### config.mk
export PLATFORM = sky130hd
export DESIGN_NAME = act_arbiter
export DESIGN_NICKNAME = d
export VERILOG_FILES = /design/src/rtl/act_pkg.sv /design/src/rtl/act_tag_fifo.sv /design/src/rtl/act_arbiter.sv
export SDC_FILE = /design/constraint.sdc
export NUM_CORES = 1
export LEC_CHECK = 0
export ABC_CLOCK_PERIOD_IN_PS = 3780
export BUFFER_PORTS_ARGS = -buffer_cell sky130_fd_sc_hd__buf_2
export CAP_MARGIN = 40
export CORE_MARGIN = 2
export CORE_UTILIZATION = 46
export DETAILED_ROUTE_END_ITERATION = 16
export GPL_ROUTABILITY_DRIVEN = 0
export MAX_ROUTING_LAYER = met4
export PLACE_DENSITY = 0.8
export SETUP_SLACK_MARGIN = 0.3
export SYNTH_ARGS = -nofsm -noshare
export SYNTH_HDL_FRONTEND = slang
export SYNTH_SLANG_ARGS = --single-unit
export TNS_END_PERCENT = 50
### constraint.sdc
create_clock -name clk -period 3.78 [get_ports clk]
set_clock_uncertainty 0.2 [all_clocks]
set_input_delay 0.567 -clock clk [delete_from_list [all_inputs] [get_ports clk]]
set_output_delay 0.567 -clock clk [all_outputs]
set_load 0.05 [all_outputs]
### src/rtl/act_pkg.sv
// Shared defaults and the tag-width helper for the activation arbiter slice.
package act_pkg;

  localparam int DATA_WIDTH_DEF      = 32;
  localparam int FRACTION_DEF        = 16;
  localparam int NUM_REQ_DEF         = 4;
  localparam int MAX_OUTSTANDING_DEF = 8;

  // A tag must be at least one bit wide even for two requesters.
  function automatic int tag_width(input int num_req);
    return (num_req <= 2) ? 1 : $clog2(num_req);
  endfunction

endpackage

### src/rtl/act_tag_fifo.sv
// In-order FIFO of requester tags for results still inside the sigmoid pipeline.
// A push into a full FIFO is accepted when a pop happens in the same cycle.
module act_tag_fifo #(
  parameter int pWIDTH = 2,
  parameter int pDEPTH = 8
) (
  input  logic                     clk,
  input  logic                     rst_n,
  input  logic                     push_i,
  input  logic [pWIDTH-1:0]        push_data_i,
  input  logic                     pop_i,
  output logic [pWIDTH-1:0]        pop_data_o,
  output logic                     full_o,
  output logic                     empty_o,
  output logic [$clog2(pDEPTH):0]  count_o
);

  localparam int AW = $clog2(pDEPTH);
  localparam logic [AW:0] DEPTH_CNT = (AW+1)'(pDEPTH);

  logic [pWIDTH-1:0] mem_q [pDEPTH];
  logic [AW-1:0]     wr_q, rd_q;
  logic [AW:0]       cnt_q, cnt_d;
  logic              do_push, do_pop;

  assign empty_o    = (cnt_q == '0);
  assign full_o     = (cnt_q == DEPTH_CNT);
  assign count_o    = cnt_q;
  assign pop_data_o = mem_q[rd_q];
  assign do_pop     = pop_i && !empty_o;
  assign do_push    = push_i && (!full_o || do_pop);

  always_comb begin
    cnt_d = cnt_q;
    if (do_push && !do_pop) begin
      cnt_d = cnt_q + 1'b1;
    end else if (do_pop && !do_push) begin
      cnt_d = cnt_q - 1'b1;
    end
  end

  always_ff @(posedge clk or negedge rst_n) begin
    if (!rst_n) begin
      wr_q  <= '0;
      rd_q  <= '0;
      cnt_q <= '0;
    end else begin
      cnt_q <= cnt_d;
      if (do_push) wr_q <= wr_q + 1'b1;
      if (do_pop)  rd_q <= rd_q + 1'b1;
    end
  end

  always_ff @(posedge clk) begin
    if (do_push) mem_q[wr_q] <= push_data_i;
  end

endmodule

### src/rtl/act_arbiter.sv
// Round-robin front end sharing one sigmoid pipeline among pNUM_REQ requesters.
// Define ACT_ARB_ERR_EN to enable the sticky orphan-result flag on o_err.
module act_arbiter
  import act_pkg::*;
#(
  parameter int pDATA_WIDTH      = DATA_WIDTH_DEF,
  parameter int pFRACTION        = FRACTION_DEF,
  parameter int pNUM_REQ         = NUM_REQ_DEF,
  parameter int pMAX_OUTSTANDING = MAX_OUTSTANDING_DEF
) (
  input  logic                            clk,
  input  logic                            rst_n,
  input  logic [pNUM_REQ-1:0]             req_valid,
  input  logic [pNUM_REQ*pDATA_WIDTH-1:0] req_data,
  output logic [pNUM_REQ-1:0]             req_ready,
  output logic                            act_valid,
  output logic [pDATA_WIDTH-1:0]          act_data,
  input  logic                            act_o_valid,
  input  logic [pDATA_WIDTH-1:0]          act_o_data,
  output logic [pNUM_REQ-1:0]             rsp_valid,
  output logic [pDATA_WIDTH-1:0]          rsp_data,
  output logic                            o_err
);

  localparam int TW = tag_width(pNUM_REQ);
  localparam int CW = $clog2(pMAX_OUTSTANDING) + 1;
  localparam logic [CW-1:0] MAX_CNT = CW'(pMAX_OUTSTANDING);

  // The fraction point only matters to the sigmoid; reject nonsense early.
  if (pFRACTION >= pDATA_WIDTH || pNUM_REQ < 2 || pNUM_REQ > 8) begin : g_param_chk
    $error("act_arbiter: bad parameter combination");
  end

  logic [TW-1:0]          rr_q, rr_d;
  logic [TW-1:0]          cand, grant_idx, pop_tag;
  logic [pNUM_REQ-1:0]    grant;
  logic [pDATA_WIDTH-1:0] grant_data;
  logic                   credit, xfer, pop;
  logic                   fifo_full, fifo_empty;
  logic [CW-1:0]          fifo_cnt;
  logic                   act_valid_q;
  logic [pDATA_WIDTH-1:0] act_data_q, act_data_d;
  logic [pNUM_REQ-1:0]    rsp_valid_q, rsp_valid_d;
  logic [pDATA_WIDTH-1:0] rsp_data_q, rsp_data_d;

  // Scan offsets from farthest to nearest so the nearest valid requester after rr_q wins.
  always_comb begin
    cand      = rr_q;
    grant_idx = rr_q;
    for (int off = pNUM_REQ; off >= 1; off--) begin
      cand = TW'((int'(rr_q) + off) % pNUM_REQ);
      if (req_valid[cand]) grant_idx = cand;
    end
    grant = '0;
    if (|req_valid) grant[grant_idx] = 1'b1;
  end

  always_comb begin
    grant_data = '0;
    for (int i = 0; i < pNUM_REQ; i++) begin
      if (grant_idx == TW'(i)) grant_data = req_data[i*pDATA_WIDTH +: pDATA_WIDTH];
    end
  end

  assign credit    = (fifo_cnt < MAX_CNT) || (fifo_full && act_o_valid);
  assign req_ready = (rst_n && credit) ? grant : '0;
  assign xfer      = |req_ready;
  assign rr_d      = xfer ? grant_idx : rr_q;
  assign pop       = act_o_valid && !fifo_empty;
  assign act_data_d = xfer ? grant_data : act_data_q;
  assign rsp_data_d = pop ? act_o_data : rsp_data_q;

  always_comb begin
    rsp_valid_d = '0;
    for (int i = 0; i < pNUM_REQ; i++) begin
      rsp_valid_d[i] = pop && (pop_tag == TW'(i));
    end
  end

  act_tag_fifo #(
    .pWIDTH (TW),
    .pDEPTH (pMAX_OUTSTANDING)
  ) u_tag_fifo (
    .clk         (clk),
    .rst_n       (rst_n),
    .push_i      (xfer),
    .push_data_i (grant_idx),
    .pop_i       (act_o_valid),
    .pop_data_o  (pop_tag),
    .full_o      (fifo_full),
    .empty_o     (fifo_empty),
    .count_o     (fifo_cnt)
  );

  always_ff @(posedge clk or negedge rst_n) begin
    if (!rst_n) begin
      rr_q        <= TW'(pNUM_REQ - 1);
      act_valid_q <= 1'b0;
      act_data_q  <= '0;
      rsp_valid_q <= '0;
      rsp_data_q  <= '0;
    end else begin
      rr_q        <= rr_d;
      act_valid_q <= xfer;
      act_data_q  <= act_data_d;
      rsp_valid_q <= rsp_valid_d;
      rsp_data_q  <= rsp_data_d;
    end
  end

  assign act_valid = act_valid_q;
  assign act_data  = act_data_q;
  assign rsp_valid = rsp_valid_q;
  assign rsp_data  = rsp_data_q;

`ifdef ACT_ARB_ERR_EN
  logic err_q;
  always_ff @(posedge clk or negedge rst_n) begin
    if (!rst_n) begin
      err_q <= 1'b0;
    end else if (act_o_valid && fifo_empty) begin
      err_q <= 1'b1;
    end
  end
  assign o_err = err_q;
`else
  assign o_err = 1'b0;
`endif

endmodule

==> results.txt <==
- Number of register bits inferred by synthesis: 97
* Horiz. Die Dim: 107 um
- The tree is rooted in a clkbuf_8.
* Worst Path Max Fanout: 19
- Cells with a size suffix above 1 make up 42.8% of the layout.
- Core ar.: 0.0103 mm^2
- Sequential cells burn about a third of the power.
- The worst pin sits at a relative slew slack of 58.0%.
- Routed via count divided by cell count: 5.17
* Total of endpoints with negative setup slack in the final report: 0
* Net switching power: 2.64 mW
- In this run, the clock network consumes 13.6% of the power.
- Skew-Pair Late Insertion Delay: approximately 0.36 ns
* Area growth syn-to-layout: 29.3%
- Net switching is 48.4% of the power.
- Net count after synthesis: 607
- Fraction of synthesis flops using an asynchronous set or reset pin: 83.5%
- I/O pin count: ~240
* Sum of negative setup slack: 0 ns
- Setup repair after global routing left no endpoint under its margin.
- DIE HEIGHT: 107 um
* Post-route core utilization: 61.0%
- Sorting the synthesized cells by area gives the leading types as dfrtp_1 (41%), mux2i_1 (13%), edfxtp_1 (9.9%).
- Routed Wire Length: between 10000 and 15000 um
* Worst Setup End Kind: output pin
- Fmax: 0.334 GHz
* Total power per unit cell area: 865 mW/mm^2
- The routed design could run at a clock period as short as around 3.0 ns.
- Part of the cycle the worst path needs: 79.1%
- Sinks on the clock net: 97
- At the pin with the least slew margin, the transition time is 0.630 ns.
- The number of different library cells used by synthesis comes to 46.
- H-tree depth: 3
- Final Slew Violations: 0
* Post-synth top area share: 40.6%
- Final HPWL from detailed placement: 9540 um
- Post-cts gate resize count: 0
- Global-route usage over all layers: 22.9%
- Logic gate share of total power: 54.4%
* Mapped Cells: 434
* Part of the Yosys area used for sequential elements: 51.5%
* Antenna violation net count after detailed routing: 0
- Class of the most critical setup path: reg -> out
- DRC violation count after routing: 0
- For this design the static power due to leakage is ~3.2 nW.
- Mean routed wirelength per cell: 15.7 um
- For this block, the via count after detailed routing is 4159.
- Warnings, synthesis: 0
* Remaining Overflow, GRT: 0
- First-pass DRT Iterations: 4
- Critical path data arrival time: ~2.2 ns
- Max-cap violations in this run came to 0.
* Number of buffers on the longest clock path: 2
* Cell Rows: 37
- For this configuration, the core starts out at a cell density of around 47%.
- Across all setup checks in the final design, the least slack found is 0.788 ns.
* Ys flop type: dfrtp_1
- Port Buffer Count: 239
- The total count of hold-check failures in the final report is 0.
- In this run, synthesis inferred 16 flip-flops with an integrated enable.
- Area of the die: between 0.01 and 0.015 mm^2
- After synthesis the cells add up to 0.00487 mm^2.
* Number of DRC violations after detailed-routing iteration 0: about 210
- Number of global-route vias before repair: 4313
- The final layout contains 834 nets.
* Buffer count from post-CTS setup fixing: 0
- Entering global routing, the biggest net connects 60 pins.
- Library cell occupying the most area in the post-synthesis netlist: dfrtp_1
- Syn Area/Cell: approximately 11 um^2
- Clock tree from TritonCTS: built
- For this design, the CTS-stage hold fixing added 0 buffers.
- The flow ran to the end, and the final reports show no timing, DRC or antenna violations.
- The internal power of the cells totals 2.81 mW.
* Dpl ws: between 0.8 and 0.9 ns
* Hold crit path type: in -> async
* Global-route wire length before repair: 19900 um
* Sort of element at the start of the critical path: register
- Peak supply drop: 0.448 mV
- Number of antenna violations at the first check in global routing: 1
- After clock tree synthesis, the clock-pin slew on the worst setup and hold paths is 0.09 ns.
* Num CTS Buffers: 9
* WP data required: approximately 3 ns
## registers in the layout, indices dropped and copies added, names as in the netlist
register	count
act_data	32
rsp_valid	4
rsp_data	32
u_tag_fifo.rd_q	3
u_tag_fifo.count_o	4
rr_q	2
u_tag_fifo.mem_q	16
u_tag_fifo.wr_q	3
act_valid	1
## power by group through the flow
stage	clock network (mW)	logic (mW)	registers, mW
final	0.742	2.97	1.74
after global routing	0.815	3.17	1.79
after CTS	0.766	2.99	1.74
after detailed placement	0	2.99	1.75
after global placement	0	2.91	1.74
after floorplan	0	1.50	2.69
## critical path, stage by stage, from the launching register on
cell	delay (ns)
dfstp_2	0.60
inv_2	0.06
a2bb2oi_1	0.17
o221ai_4	0.53
and3_1	0.25
buf_2	0.26
## cell usage after synthesis, types with 2 or more instances
master and number:
a21oi_1 3, a221oi_1 25, a221oi_2 7, and2_1 3
buf_12 3, buf_2 5, buf_4 4, buf_6 10
clkbuf_1 7, dfrtp_1 79, dfstp_2 2, edfxtp_1 16
ha_1 5, inv_1 2, inv_2 2, mux2_2 3
mux2i_1 65, mux4_2 4, nand2_1 106, nand2b_1 2
nor2_1 41, nor2b_1 3, nor3_1 2, nor3b_1 3
nor4bb_1 2, o21ai_0 3, or3_1 2, xnor2_1 6
xor2_1 2
## layer usage
| metal | track usage, % | part of all wire (%) | up-vias |
|---|---|---|---|
| met2 | 39.5 | 51 | 178 |
| met5 | - | 0 | - |
| met3 | 6.08 | 7.7 | 22 |
| li1 | - | - | 1975 |
| met1 | 25.4 | 39 | 1984 |
| met4 | 8.91 | 2.2 | 0 |
## logic make-up (layout without fill, tap and decap cells)
group	Yosys count	after routing	synth area share, %
AO/OA/AOI/OAI	47	47	9.06
AND/OR/NAND/NOR	168	168	14.4
XOR/XNOR	8	8	1.44
flip-flops	97	97	51.5
adder cells (fa/ha/maj)	6	6	1.69
other	1	3	0.0769
buffers and inverters	35	267	5.91
multiplexers	72	72	15.9
## stage by stage
| step | hold WS [ns] | area (um^2) | power [mW] | std cells |
|---|---|---|---|---|
| global placement | 0.252 | 6060 | 4.65 | 785 |
| CTS | 0.117 | 6290 | 5.50 | 802 |
| detailed placement | 0.265 | 6080 | 4.74 | 786 |
| finish | 0.118 | 6300 | 5.45 | 804 |
| floorplan | 0.0714 | 4870 | 4.19 | 434 |
| global route | 0.143 | 6300 | 5.78 | 803 |
## final cells by class
| cell class | count | area (um^2) |
|---|---|---|
| clock inverters | 7 | 93.8 |
| repair buffers | 247 | 1280 |
| inverters | 4 | 15.0 |
| diodes | 2 | 5.00 |
| flip-flops and latches | 97 | 2510 |
| multi-input cells | 302 | 2100 |
| clock buffers | 9 | 124 |
| well taps | 136 | 170 |
| fillers | 870 | 4020 |
## final timing paths
kind,start,to,slack (ns),cells after the start
worst max-delay path,rr_q[0],req_ready[3],0.79,5
max in group asynchronous,rst_n,rr_q[1],2.62,3
worst min register to register,rsp_data[25],rsp_data[25],0.28,2
worst min-delay path,rst_n,rsp_valid[3],0.12,2
min in group clk,act_o_data[2],rsp_data[2],0.19,3
worst max register to register,u_tag_fifo.count_o[1],u_tag_fifo.count_o[3],0.90,12
## layout by cell type (no fill, tap or decap), types with 2 or more instances in the layout
master,n
a21oi_1,2
a221oi_1,25
a221oi_2,7
and2_1,3
buf_12,2
buf_2,238
buf_4,7
bufinv_16,2
clkbuf_8,9
dfrtp_1,79
dfstp_2,2
diode_2,2
edfxtp_1,16
ha_1,5
inv_1,2
inv_2,2
mux2_2,3
mux2i_1,65
mux4_2,4
nand2_1,106
nand2b_1,2
nor2_1,41
nor2b_1,3
nor3_1,2
nor3b_1,3
nor4bb_1,2
o21ai_0,3
or3_1,2
xnor2_1,6
xor2_1,2
(Power assumes the default switching activity.)
